<file path="config.mk">
export PLATFORM = sky130hd
export DESIGN_NAME = shared_adder_arbiter
export DESIGN_NICKNAME = d
export VERILOG_FILES = /design/src/rtl/shared_adder_arbiter_pkg.sv /design/src/rtl/shared_adder_arbiter_rr_arbiter.sv /design/src/rtl/shared_adder_arbiter.sv
export SDC_FILE = /design/constraint.sdc
export NUM_CORES = 1
export LEC_CHECK = 0
export CORE_UTILIZATION = 43
export DETAILED_ROUTE_END_ITERATION = 8
export PLACE_DENSITY = 0.86
export SLEW_MARGIN = 20
export SYNTH_ARGS = -nofsm -noshare
export SYNTH_HDL_FRONTEND = slang
export SYNTH_SLANG_ARGS = --single-unit
</file>
<file path="constraint.sdc">
create_clock -name Clk -period 4.6 [get_ports Clk]
set_input_delay 0.69 -clock Clk [delete_from_list [all_inputs] [get_ports Clk]]
set_output_delay 0.69 -clock Clk [all_outputs]
set_load 0.005 [all_outputs]
</file>
<file path="src/rtl/shared_adder_arbiter_pkg.sv">
// Shared definitions for the shared adder arbiter: parameter defaults and FSM encoding.
package shared_adder_arbiter_pkg;

  localparam int DEF_DATA_WIDTH = 32;
  localparam int DEF_NUM_REQ    = 2;
  localparam int DEF_ID_WIDTH   = 3;

  typedef enum logic {
    ST_IDLE = 1'b0,
    ST_FULL = 1'b1
  } state_t;

  // Pointer width for a requester index; one bit minimum so a single requester still elaborates.
  function automatic int ptr_width(input int num_req);
    return (num_req > 1) ? $clog2(num_req) : 1;
  endfunction

endpackage

</file>
<file path="src/rtl/shared_adder_arbiter_rr_arbiter.sv">
// Combinational round-robin arbiter: first active request at or above the pointer, wrapping.
module shared_adder_arbiter_rr_arbiter
  import shared_adder_arbiter_pkg::*;
#(
  parameter int NUM_REQ = DEF_NUM_REQ,
  parameter int PTR_W   = ptr_width(DEF_NUM_REQ)
) (
  input  logic [NUM_REQ-1:0] req,
  input  logic [PTR_W-1:0]   rr_ptr,
  input  logic               enable,
  output logic [NUM_REQ-1:0] grant,
  output logic [PTR_W-1:0]   grant_idx,
  output logic               grant_valid
);

  logic [PTR_W-1:0] w_idx;

  // Scan from rr_ptr upward and keep only the first hit, giving a one-hot grant.
  always_comb begin
    grant       = '0;
    grant_idx   = '0;
    grant_valid = 1'b0;
    w_idx       = '0;
    if (enable) begin
      for (int k = 0; k < NUM_REQ; k++) begin
        w_idx = PTR_W'((int'(rr_ptr) + k) % NUM_REQ);
        if (!grant_valid && req[w_idx]) begin
          grant_valid = 1'b1;
          grant_idx   = w_idx;
          grant       = NUM_REQ'(1) << w_idx;
        end
      end
    end
  end

endmodule

</file>
<file path="src/rtl/shared_adder_arbiter.sv">
// One registered adder time-shared between NUM_REQ requesters with round-robin grant.
//
//   state   | meaning
//   --------+-----------------------------------------------
//   ST_IDLE | result register empty, any requester may load
//   ST_FULL | result held until the consumer takes it
module shared_adder_arbiter
  import shared_adder_arbiter_pkg::*;
#(
  parameter int DATA_WIDTH = DEF_DATA_WIDTH,
  parameter int NUM_REQ    = DEF_NUM_REQ,
  parameter int ID_WIDTH   = DEF_ID_WIDTH
) (
  input  logic                          Clk,
  input  logic                          Rst,
  input  logic [NUM_REQ-1:0]            req_valid,
  input  logic [NUM_REQ*DATA_WIDTH-1:0] req_a,
  input  logic [NUM_REQ*DATA_WIDTH-1:0] req_b,
  output logic [NUM_REQ-1:0]            req_ready,
  output logic                          res_valid,
  output logic [DATA_WIDTH-1:0]         res_data,
  output logic                          res_carry,
  output logic [ID_WIDTH-1:0]           res_id,
  input  logic                          res_ready
);

  localparam int PTR_W = ptr_width(NUM_REQ);

  state_t                r_state;
  state_t                w_state_next;
  logic [PTR_W-1:0]      r_rr_ptr;
  logic [PTR_W-1:0]      w_rr_ptr_next;
  logic [DATA_WIDTH-1:0] r_res_data;
  logic                  r_res_carry;
  logic [ID_WIDTH-1:0]   r_res_id;

  logic                  w_enable;
  logic [NUM_REQ-1:0]    w_grant;
  logic [PTR_W-1:0]      w_grant_idx;
  logic                  w_transfer;
  logic [DATA_WIDTH-1:0] w_op_a;
  logic [DATA_WIDTH-1:0] w_op_b;
  logic [DATA_WIDTH:0]   w_sum;

  // Loading is allowed when empty, or when the held result drains in the same cycle.
  assign w_enable = !Rst && ((r_state == ST_IDLE) || res_ready);

  shared_adder_arbiter_rr_arbiter #(
    .NUM_REQ (NUM_REQ),
    .PTR_W   (PTR_W)
  ) u_rr_arbiter (
    .req         (req_valid),
    .rr_ptr      (r_rr_ptr),
    .enable      (w_enable),
    .grant       (w_grant),
    .grant_idx   (w_grant_idx),
    .grant_valid (w_transfer)
  );

  assign req_ready = w_grant;

  // Grant-indexed operand mux; grant is one-hot so at most one slice is selected.
  always_comb begin
    w_op_a = '0;
    w_op_b = '0;
    for (int i = 0; i < NUM_REQ; i++) begin
      if (w_grant[i]) begin
        w_op_a = req_a[i*DATA_WIDTH +: DATA_WIDTH];
        w_op_b = req_b[i*DATA_WIDTH +: DATA_WIDTH];
      end
    end
  end

  assign w_sum = {1'b0, w_op_a} + {1'b0, w_op_b};

  assign w_rr_ptr_next = (w_grant_idx == PTR_W'(NUM_REQ - 1)) ? '0 : w_grant_idx + 1'b1;

  // State register.
  always_ff @(posedge Clk) begin
    if (Rst) begin
      r_state <= ST_IDLE;
    end else begin
      r_state <= w_state_next;
    end
  end

  // Next state: a transfer always leaves the register full; a drain without refill empties it.
  always_comb begin
    w_state_next = r_state;
    case (r_state)
      ST_IDLE: if (w_transfer) w_state_next = ST_FULL;
      ST_FULL: begin
        if (w_transfer)     w_state_next = ST_FULL;
        else if (res_ready) w_state_next = ST_IDLE;
      end
      default: w_state_next = ST_IDLE;
    endcase
  end

  // Result register and round-robin pointer, both updated only on a transfer.
  always_ff @(posedge Clk) begin
    if (Rst) begin
      r_res_data  <= '0;
      r_res_carry <= 1'b0;
      r_res_id    <= '0;
      r_rr_ptr    <= '0;
    end else if (w_transfer) begin
      r_res_data  <= w_sum[DATA_WIDTH-1:0];
      r_res_carry <= w_sum[DATA_WIDTH];
      r_res_id    <= ID_WIDTH'(w_grant_idx);
      r_rr_ptr    <= w_rr_ptr_next;
    end
  end

  assign res_valid = (r_state == ST_FULL);
  assign res_data  = r_res_data;
  assign res_carry = r_res_carry;
  assign res_id    = r_res_id;

endmodule

</file>
==> results of run 1 <==
[per-layer routing]
metal | vias up | wire length, µm
met4 | 0 | 503
met3 | 41 | 1032
met5 | - | 0
met1 | 2079 | 5356
met2 | 215 | 6377
li1 | 2205 | -
[layout make-up]
type	instances	area [µm²]	area share, %
Sequential cell	36	720.7	12.62
Multi-Input combinational cell	408	2922	51.16
Clock buffer	7	96.34	1.687
Inverter	8	30.03	0.5259
Timing Repair Buffer	181	1807	31.64
Tap cell	108	135.1	2.366
[per-stage QoR]
step | util (%) | hold WS [ns] | power, mW | setup WS, ns
floorplan | - | 0.4419 | 0.6213 | 0.6808
global placement | 64.69 | 0.4417 | 0.8701 | 0.2175
detailed placement | 64.69 | 0.4447 | 0.8802 | 0.1616
CTS | 65.80 | 0.4621 | 1.132 | 0.4561
global route | 65.80 | 0.4992 | 1.195 | 0.1473
finish | 65.80 | 0.4553 | 1.131 | 0.4221
[logic make-up (layout without fill, tap and decap cells)]
group / count (synthesis) / after routing
AOI/OAI and AO/OA: 215 / 215
and+or+nand+nor: 138 / 138
buffers and inverters: 47 / 196
DFF: 36 / 36
adders and majority gates: 33 / 33
xor gates and xnor gates: 17 / 17
muxes: 3 / 3
other: 1 / 2
[cell usage after synthesis (all sizes together) (2+ instances only)]
cell type | n | area share [%]
nand4 | 9 | 1.5
a31o | 2 | 0.46
a21boi | 3 | 0.59
and3 | 2 | 0.33
dfxtp | 36 | 19
o2111ai | 3 | 0.69
nor3b | 2 | 0.39
a21oi | 34 | 4.5
or4 | 2 | 0.39
nand2 | 36 | 3.5
buf | 16 | 2.1
o211a | 2 | 0.52
nand2b | 4 | 0.66
a211o | 2 | 0.46
o21ai | 43 | 5.6
or2 | 2 | 0.33
o21a | 5 | 0.98
mux2i | 3 | 0.79
xnor2 | 9 | 2.1
a32o | 6 | 1.6
a22oi | 6 | 1.2
and2 | 3 | 0.49
a21o | 13 | 2.6
ha | 32 | 10
a221oi | 3 | 0.85
a211oi | 4 | 0.92
nand3 | 15 | 2.0
o211ai | 9 | 1.8
or3 | 10 | 1.6
nand3b | 16 | 3.1
nor2b | 5 | 0.82
o21bai | 5 | 0.98
inv | 8 | 0.79
clkbuf | 23 | 2.3
o22ai | 3 | 0.49
xor2 | 8 | 1.8
nor3 | 10 | 1.3
nor2 | 19 | 1.9
a22o | 62 | 14
o31ai | 2 | 0.39
[worst register-to-register path: stages, from the launching register on]
cell and delay (ns):
dfxtp_1 0.36, inv_1 0.05, a21boi_0 0.28, nor2b_4 0.25, buf_12 0.20, a22o_1 0.19, ha_1 0.20, fa_1 0.22
a21o_1 0.18, a31o_1 0.21, a211oi_2 0.10, o41ai_1 0.80, o21ai_0 0.21, a32o_1 0.29
[worst max path at each step]
stage,from,end,slack (ns),cells after the start
2_1_floorplan,res_ready,res_data[24],0.68,14
3_3_place_gp,req_valid[0],res_data[24],0.22,12
3_5_place_dp,req_valid[0],res_data[24],0.16,12
4_1_cts,req_valid[0],res_data[24],0.46,12
5_1_grt,req_valid[0],res_data[24],0.15,12
6_report,req_valid[0],res_data[24],0.42,12
[power by group through the flow]
| stage | Combinational, mW | Sequential (mW) | Clock, mW |
|---|---|---|---|
| 6_report | 0.509 | 0.369 | 0.253 |
| 5_1_grt | 0.553 | 0.374 | 0.268 |
| 4_1_cts | 0.508 | 0.369 | 0.255 |
| 3_5_place_dp | 0.504 | 0.376 | 0 |
| 3_3_place_gp | 0.494 | 0.376 | 0 |
| 2_1_floorplan | 0.246 | 0.375 | 0 |
[state kept, by name, summed over array words and instances (netlist names)]
name	flops
r_rr_ptr	1
res_carry	1
res_data	32
res_id	1
res_valid	1
==> flow_summary.toml, run 1 <==
[final_layout]
syn_to_final_growth_pct = 49.54
fin_area_um2 = 5710
most-common-layout-cells = "169 x clkdlybuf4s50_1, 62 x a22o_1, 36 x o21ai_0, 36 x nand2_1, 36 x dfxtp_1"
instances_no_fill = 748
fillers = 753
insertedDiodeCount = 0
drive_gt1_share_pct = 4.063
nNetsFinal = 806
mostFrequentLayoutCell = "clkdlybuf4s50_1"

[worst_setup_path]
end_kind = "flip-flop"
timing.rr.start = "r_rr_ptr"
critPathKind = "input port to flip-flop"
critPathArrivalTime_ns = 4.36
cp-start-kind = "input port"
critPathBufInv = 2
cpLargestDelayFamily = "compound AO/OA/AOI/OAI gates"
worst_path_max_delay_cell = "o41ai_1"
rrSetupSlack_ns = 0.96
required_ns = 4.79
crit_chain = "clkdlybuf4s50_1, a21boi_0, nor2b_4, buf_4, a22o_1, ha_1, nand2_1, nor2_1, nand3_1, o41ai_1, o21ai_0, a32o_1"
slowest_delay_ns = 0.79
r2r_end = "res_data[24]"
r2r_cells = 13
cp_max_fo = 30

[grt]
use_met3_pct = 4.265
grt_first_pass_wirelength_um = 20130
grt-busiest-layer = "met2"
grt_util_met1_pct = 32.21
grt_pass1_vias = 4268
grt_max_degree = 42
grt.overflow.total = 0
grt.met2_usage_pct = 50.71
grt.total_usage_pct = 27.99
grt_antenna_before_repair = 0

[floorplan]
dieArea_um2 = 9261
initial_core_util_pct = 44.00
core_area_um2 = 8678
pin_count = 172
fp.dieW_um = 96.24
std_cell_rows = 34
die_height_um = 96.24

[timing]
timing.final.crit_period_ns = 4.178
setup_tns_ns = 0
rsz0062_at_grt = "false"
max_slew.worst_pin.slew_ns = 0.8551
hold_viol_final = 0
skew_ns = 0.004019
finalSetupViolations = 0
period_share_pct = 90.82
slew_violations = 0
slew_headroom_pct = 42.25
fmax_ghz = 0.2394

[synthesis]
synth_flop_cell = "dfxtp_1"
yosysWarnings = 0
yosysSeqAreaShare_pct = 18.87
synthAdderAreaFrac_pct = 11.01
synth-seq-cells = 36
netlist_area_um2 = 3819
syn_avg_cell_area_um2 = 7.793
synth_compound_area_share_pct = 41.12
synth_cell_types = 60
syn-instance-count = 490
synthMuxAreaShare_pct = 0.7864
synth_enable_flop_cells = 0
ys_async_sr_fraction_pct = 0
yosys.area_share.simple_pct = 19.10
synthXorXnorAreaFrac_pct = 3.899
synth_top_family_by_area = "compound AO/OA/AOI/OAI gates"

[placement]
io_buffers = 169
placed_cells_incl_taps = 741
gp_routability_congestion = 0.9357
dpl.hpwl_um = 10460
placed_cell_area_um2 = 5614

[clocking]
cts_buffers = 5
cts_buffer_depth = 2
cts_tree = "yes"
clk_latency_ns = 0.29
cts_resized = 0
cts-root-buf = "clkbuf_8"
postCtsSetupRepairBufs = 0
clk_pin_slew_worst_paths_ns = 0.07
htreeDepth = 2
ctsHoldBuffers = 0
clkSinkCount = 36

[status]
status = "finished, final reports clean"

[drt]
drcViolationCount = 0
wirelength_um = 13270
viasPerCell = 6.070
detail-route-antenna-nets = 0
firstDrtPassIters = 7
wl_per_cell_um = 17.74
num_vias = 4540
drt_iter0_drc = 183

[min_path]
hold_class = "flip-flop to flip-flop"
hold-path-endpoint = "res_data[16]"
min_from = "res_data[16]"
hold_depth = 2

[job]
maxCapViolations = 0

[power]
comb_power_share_pct = 45.0
switching_power_uw = 365.5
peakVddDrop_uv = 135.5
seqPwrFrac_pct = 32.7
switching_share_pct = 32.31
p_clk_share_pct = 22.4
power.internal_uw = 765.9
p_per_area_nw_per_um2 = 198.1
p_leak_nw = 2.274
No activity file was read; power rests on OpenSTA's default activity.
==> run 2: changes to the inputs <==
--- a/config.mk
+++ b/config.mk
@@ -5,6 +5,7 @@
 export SDC_FILE = /design/constraint.sdc
 export NUM_CORES = 1
 export LEC_CHECK = 0
+export CAP_MARGIN = 20
 export CORE_UTILIZATION = 43
 export DETAILED_ROUTE_END_ITERATION = 8
 export PLACE_DENSITY = 0.86
==> results of run 2 <==
The final DEF is identical to that of run 1; final timing and power are the same.
